--- src/rtl/bip_control_unit.sv ---
// bip_control_unit: instruction sequencer for the accumulator datapath (fetch/exec/mem FSM, PC, run-cycle counter).
module bip_control_unit #(
  parameter int PC_W  = 11,
  parameter int OP_W  = 5,
  parameter int CNT_W = 16
) (
  input  logic                 clk,
  input  logic                 Reset,
  input  logic                 Start,
  input  logic [OP_W+PC_W-1:0] Instr,
  output logic [PC_W-1:0]      Prog_Addr,
  output logic                 Rd_Prog,
  output logic [PC_W-1:0]      Addr,
  output logic                 Rd,
  output logic                 Wr,
  output logic [1:0]           SelA,
  output logic                 SelB,
  output logic                 WrAcc,
  output logic                 Op,
  output logic                 Clear,
  output logic                 Busy,
  output logic                 Halted,
  output logic [CNT_W-1:0]     Clk_Count
);
  typedef enum logic [2:0] {IDLE, FETCH, EXEC, MEM, HALT} state_t;
  localparam logic [OP_W-1:0] HLT = 0, STO = 1, LD = 2, LDI = 3, ADD = 4, ADDI = 5, SUB = 6, SUBI = 7;
  state_t state, st;
  logic [OP_W+PC_W-1:0] ir;
  logic [PC_W-1:0] pc;
  logic [OP_W-1:0] op_x, op_m;
  logic mem_op;
  assign op_x = Instr[OP_W+PC_W-1:PC_W];
  assign op_m = ir[OP_W+PC_W-1:PC_W];
  assign mem_op = op_x inside {LD, ADD, SUB};
  // a low Reset forces idle outputs immediately so an in-flight write is suppressed
  assign st = Reset ? state : IDLE;
  always_ff @(posedge clk)
    if (!Reset) begin
      state <= IDLE;
      pc <= '0;
      ir <= '0;
      Clk_Count <= '0;
    end else begin
      if (state inside {FETCH, EXEC, MEM} && !(&Clk_Count)) Clk_Count <= Clk_Count + 1'b1;
      case (state)
        IDLE, HALT: if (Start) begin
          state <= FETCH;
          pc <= '0;
          Clk_Count <= '0;
        end
        FETCH: state <= EXEC;
        EXEC: begin
          ir <= Instr;
          state <= op_x == HLT ? HALT : mem_op ? MEM : FETCH;
          if (op_x != HLT && !mem_op) pc <= pc + 1'b1;
        end
        MEM: begin
          state <= FETCH;
          pc <= pc + 1'b1;
        end
        default: state <= IDLE;
      endcase
    end
  assign Prog_Addr = pc;
  assign Rd_Prog   = st == FETCH;
  assign Addr      = st == EXEC ? Instr[PC_W-1:0] : ir[PC_W-1:0];
  assign Rd        = st == EXEC && mem_op;
  assign Wr        = st == EXEC && op_x == STO;
  assign WrAcc     = (st == EXEC && op_x inside {LDI, ADDI, SUBI}) || st == MEM;
  assign SelA      = st == EXEC && op_x == LDI ? 2'b01 : st == MEM && op_m == LD ? 2'b10 : 2'b00;
  assign SelB      = st == MEM && op_m inside {ADD, SUB};
  assign Op        = !((st == EXEC && op_x == SUBI) || (st == MEM && op_m == SUB));
  assign Clear     = st == IDLE || (st == HALT && Start);
  assign Busy      = st inside {FETCH, EXEC, MEM};
  assign Halted    = st == HALT;
endmodule

--- config.mk ---
export PLATFORM = sky130hd
export DESIGN_NAME = bip_control_unit
export DESIGN_NICKNAME = d
export VERILOG_FILES = /design/src/rtl/bip_control_unit.sv
export SDC_FILE = /design/constraint.sdc
export NUM_CORES = 1
export LEC_CHECK = 0
export CAP_MARGIN = 20
export CORE_ASPECT_RATIO = 1.4
export CORE_UTILIZATION = 40
export DETAILED_ROUTE_END_ITERATION = 16
export MAX_ROUTING_LAYER = met4
export PLACE_DENSITY = 0.68
export SLEW_MARGIN = 20
export SYNTH_ARGS = -nofsm -noshare
export SYNTH_HDL_FRONTEND = slang
export SYNTH_SLANG_ARGS = --single-unit
--- constraint.sdc ---
create_clock -name clk -period 2.12 [get_ports clk]
set_input_delay 0.212 -clock clk [delete_from_list [all_inputs] [get_ports clk]]
set_output_delay 0.212 -clock clk [all_outputs]
set_load 0.01 [all_outputs]
# == Yosys cells after proc, flatten, opt, wreduce, memory -nomap -nowiden ==
# Index checks and enable logic that the tools add are counted.
# op_classes
muxes,14
n_eq_ne,20
addsub,2
n_reduce_logical,30
# op_table
cell,count
two-way mux 16 bit,3
two-way mux 11 bit,3
one-hot mux 11 bit (3 select lines),1
equality test 5 x 3 -> 1 bit (second input constant),6
adder 16 x 1 -> 16 bit (second input constant),1
AND reduction 16 bit,1
equality test 5 x 2 -> 1 bit (second input constant),3
nonzero test 3 bit,5
equality test 3 x 2 -> 1 bit (second input constant),4
one-hot mux 3 bit (4 select lines),1
adder 11 x 1 -> 11 bit (second input constant),1
logical AND 1 bit,11
two-way mux 3 bit,3
equality test 3 x 1 -> 1 bit (second input constant),2
equality test 3 bit (second input constant),2
zero test 3 bit,2
two-way mux 2 bit,3
equality test 5 x 1 -> 1 bit (second input constant),1
zero test 5 bit,1
nonzero test 5 bit,1
zero test 1 bit,3
logical OR 1 bit,3
AND reduction 3 bit,1
!= test 2 x 1 -> 1 bit (second input constant),1
3 further kinds,3
# word_totals
output_inout_bits,49
regBits,46
inputBits,19
elab_cells,70

# == Logic depth before layout (Yosys ltp) ==
# depth
ltp_word,6
ltp_mapped,6
ltp_nobuf,5

# == Worst setup path after synthesis ==
# Ideal clock, no wire load.
# synth_path
kind,reg2reg
startpoint,register Clk_Count[0]
endpoint,register Clk_Count[0]
path_stages_with_launch,7
required_time_ps,1994
period_less_slack_ps,1764
setup_slack_ps,356
n_path_buf,1
arrival_time_ps,1638
setup_ps,126
cell_sequence,dfxtp_1 > ha_1 > nand3_1 > nor4_1 > buf_2 > a21boi_1 > mux2i_1
# synth_via
elab_chain_len,6
word_cells_on_any_way,7
classes_between,add/sub (1); mux (3); reduce/logical (3)
# synth_rtl
element,line,text
start: declaration,23,output logic [CNT_W-1:0] Clk_Count
start signal: assignment,44,"if (state inside {FETCH, EXEC, MEM} && !(&Clk_Count)) Clk_Count <= Clk_Count + 1'b1;"
"parallel branches: the longest is 3 deep, another holds adder 16 x 1 -> 16 bit",n/a,
two-way mux 16 bit (*),44,
two-way mux 16 bit,46,"IDLE, HALT: if (Start) begin"
two-way mux 16 bit (*),45,case (state)
# Every way passes the cells marked *.
# A chain may end at the register's enable or synchronous reset.

# == Worst setup path in the final report ==
# layout_path
startpoint,register state[0]
endpoint,output Addr[6]
# layout_via
elab_chain_len,3
# layout_rtl
element,line,text
start: declaration,27,"state_t state, st;"
start signal: assignment,54,state <= op_x == HLT ? HALT : mem_op ? MEM : FETCH;
two-way mux 3 bit,36,assign st = Reset ? state : IDLE;
equality test 3 x 2 -> 1 bit,66,assign Addr = st == EXEC ? Instr[PC_W-1:0] : ir[PC_W-1:0];
two-way mux 11 bit,66,
end: declaration,13,"output logic [PC_W-1:0] Addr,"
# No other way between the ends.

==> flow_metrics.py <==
metrics = {
    "run_status": {
        "status": "finished clean",
    },
    "critical_path": {
        "rrSetupSlack_ns": 0.26,
        "critPathArrivalTime_ns": 1.82,
        "critical_path_required_ns": 1.91,
        "r2r_start": "state[1]$_SDFFE_PN0P_",
        "r2r.worst_path.cells": 5,
        "crit_type": "reg2out",
        "crit_fanout": 12,
        "end_kind": "output port",
        "rr_endpoint": "Prog_Addr[8]$_SDFFE_PN0P_",
        "critPathLaunchType": "register",
    },
    "die": {
        "rows": 33,
        "chipWidth_um": 68.43,
        "die_height_um": 95,
        "start_util": 0.4185,
        "die-area_um2": 6501,
        "core-area_um2": 5904,
        "num_io_pins": 68,
    },
    "synth": {
        "ys_types": 51,
        "synth_edf_count": 0,
        "syn-num-nets": 352,
        "synthCells": 331,
        "synth_area_per_cell_um2": 7.466,
        "async_flop_share": 0,
        "ys.flop_type": "dfxtp_1",
        "syn-cell-area_um2": 2471,
        "synth_warnings": 0,
        "seq_area_frac_synth": 0.3727,
        "ys_ff_latch": 46,
    },
    "placement": {
        "place_hpwl_um": 4657,
        "io_buffers": 67,
        "dpl.cell_count": 478,
        "dpl_cell_area_um2": 3356,
        "dpl_worst_slack_ns": -0.08103,
        "gp_congestion": 0.8826,
    },
    "finish": {
        "drive_gt1_frac": 0.1133,
        "fin_area_um2": 3508,
        "n_antenna_cell": 0,
        "fill_cells": 553,
        "multiInputGateArea_um2": 1466,
        "stdcell_count": 485,
        "seqCellArea_um2": 924.6,
        "fin_util": 0.5942,
        "syn_to_final_growth_pct": 41.97,
        "finish.net_count": 436,
    },
    "clock_network": {
        "clkSinkCount": 46,
        "clk_latency_ns": 0.30,
        "cts_max_level": 2,
        "clockBufferDepth": 2,
        "cts_hold_buf": 0,
        "cts_tree": "yes",
        "cts_root_buffer": "clkbuf_8",
        "post_cts_buffers": 0,
        "clk_pin_slew_ns": 0.09,
        "cts_buffers": 5,
    },
    "timing": {
        "worst_pin_slew_ns": 0.4577,
        "min_period_ns": 2.033,
        "maxSlewHeadroom": 0.6909,
        "setup_viol": 0,
        "fin_ws_ns": 0.08742,
        "hold_viol_final": 0,
        "fin_skew_ns": 0.005424,
        "rsz0062_at_grt": "no",
        "setup_tns_ns": 0,
        "period_share": 0.9588,
        "max_freq_mhz": 492.0,
        "final-max-slew-violation-count": 0,
    },
    "global_route": {
        "overflow": 0,
        "grt_max_degree": 17,
        "grt_pass1_vias": 2391,
        "grt_usage": 0.2186,
        "antenna_found_initial": 0,
        "grt_pass1_wl_um": 10750,
    },
    "drt": {
        "drtIter0Drc": 108,
        "finalWirelength_um": 6435,
        "vias_per_cell": 5.421,
        "drc": 0,
        "wl_per_cell_um": 13.27,
        "dr.pass1.iters": 4,
        "detail-route-antenna-nets": 0,
        "vias": 2629,
    },
    "hold_path": {
        "hp-class": "reg2reg",
        "min_path_cells": 2,
        "min_to": "ir[7]$_SDFFE_PN0P_",
        "min_from": "ir[7]$_SDFFE_PN0P_",
    },
    "flow_run": {
        "max_cap_viol_count": 0,
    },
    "pwr": {
        "power_density_nw_per_um2": 529.5,
        "p_leak_uw": 0.001325,
        "irDropWorstVdd_v": 0.0003727,
    },
}
## synthesized netlist by cell type (2+ instances only)
| library cell | count | area, µm² |
|---|---|---|
| dfxtp_1 | 46 | 920.9 |
| nand4_1 | 6 | 37.54 |
| nor3b_2 | 2 | 25.02 |
| and3b_1 | 2 | 17.52 |
| a2111o_1 | 2 | 22.52 |
| a21oi_1 | 34 | 170.2 |
| nand2b_1 | 4 | 25.02 |
| o21ai_0 | 14 | 70.07 |
| and3_1 | 5 | 31.28 |
| or3_1 | 12 | 75.07 |
| buf_2 | 4 | 20.02 |
| mux2i_1 | 9 | 90.09 |
| and4_1 | 2 | 17.52 |
| o41ai_1 | 2 | 17.52 |
| ha_1 | 2 | 25.02 |
| nor4_1 | 3 | 18.77 |
| nand2_1 | 89 | 334.1 |
| clkbuf_1 | 11 | 41.29 |
| nor2_1 | 11 | 41.29 |
| or4_1 | 3 | 22.52 |
| nor3_1 | 12 | 60.06 |
| inv_1 | 10 | 37.54 |
| nand3_1 | 12 | 60.06 |
| or2_2 | 2 | 12.51 |
| o31ai_1 | 4 | 30.03 |
| or3b_1 | 2 | 17.52 |
| nor2b_1 | 2 | 12.51 |
## worst max path at each step
stage	depth (start not counted)	endpoint	slack, ns	start
after floorplan	6	Clk_Count[0]$_SDFF_PN0_	0.36	Clk_Count[0]$_SDFF_PN0_
after global placement	7	SelA[1]	-0.07	Reset
after detailed placement	7	SelA[1]	-0.08	Reset
after CTS	5	Clear	0.004	state[0]$_SDFFE_PN0P_
after global routing	5	Addr[8]	0.01	state[0]$_SDFFE_PN0P_
final	5	Addr[6]	0.09	state[0]$_SDFFE_PN0P_
## cell families after synthesis
family / after synthesis / share of synthesized area
multiplexers: 9 / 0.03646
buffers and inverters: 26 / 0.04304
XOR/XNOR: 1 / 0.003545
flip-flops: 46 / 0.3727
adder cells (fa/ha/maj): 2 / 0.01012
AND/OR/NAND/NOR: 177 / 0.3570
AO/OA/AOI/OAI: 70 / 0.1772
## timing repair
item / 4_1_cts / 5_1_grt
pin swaps: 1 / 1
gates cloned: 0 / 0
resized for setup: 6 / 9
setup endpoints to repair: 5 / 18
## per-layer routing
| layer | vias up | track usage | share of wire |
|---|---|---|---|
| met2 | 77 | 0.3521 | 0.48 |
| met5 | - | - | 0 |
| met1 | 1195 | 0.2630 | 0.45 |
| met4 | 0 | 0.07465 | 0.018 |
| li1 | 1346 | - | - |
| met3 | 11 | 0.04831 | 0.051 |
## layout make-up
type,count,share of cell area
clock buffer,6,0.02354
timing repair buffer,93,0.2507
sequential,46,0.2636
clock inverter,1,0.008559
multi-input combinational,259,0.4180
tap,70,0.02496
inverter,10,0.01070
## cells in the final DEF, fill, tap and decap left out, types with 3 or more instances in the layout
cell / instances
clkbuf_8: 6
a21oi_1: 34
and3_1: 5
or3_1: 12
nor3_1: 12
nand2b_1: 4
nand4_1: 6
dlygate4sd2_1: 3
nand3_1: 12
buf_4: 24
dfxtp_2: 3
inv_1: 10
o31ai_1: 4
dfxtp_1: 43
clkdlybuf4s50_1: 60
nand2_1: 89
or4_1: 3
dlymetal6s2s_1: 4
mux2i_1: 9
nor2_1: 11
o21ai_0: 13
## flip-flops by register name (all words and copies together), names as in the netlist
name       count
Clk_Count     16
Prog_Addr     11
ir            16
state          3
## power by group
part | leakage [µW] | switching (µW) | internal (µW)
Combinational | 0.000894 | 137 | 142
Clock | 0.0000573 | 298 | 378
Sequential | 0.000373 | 20.2 | 884
Total | 0.00132 | 454 | 1400
## stage by stage
| stage | hold WS, ns | power [µW] |
|---|---|---|
| 3_5_place_dp | 0.4493 | 1198 |
| 6_report | 0.4589 | 1858 |
| 3_3_place_gp | 0.4423 | 1196 |
| 4_1_cts | 0.4614 | 1875 |
| 5_1_grt | 0.4763 | 1938 |
| 2_1_floorplan | 0.3480 | 1051 |
## critical path, stage by stage (launching register included)
cell,delay [ns]
dfxtp_2,0.37
and4bb_2,0.33
buf_6,0.15
nand2_1,0.06
nand2_1,0.07
clkdlybuf4s50_1,0.54
Note: power is estimated with default switching activity, not from simulation.
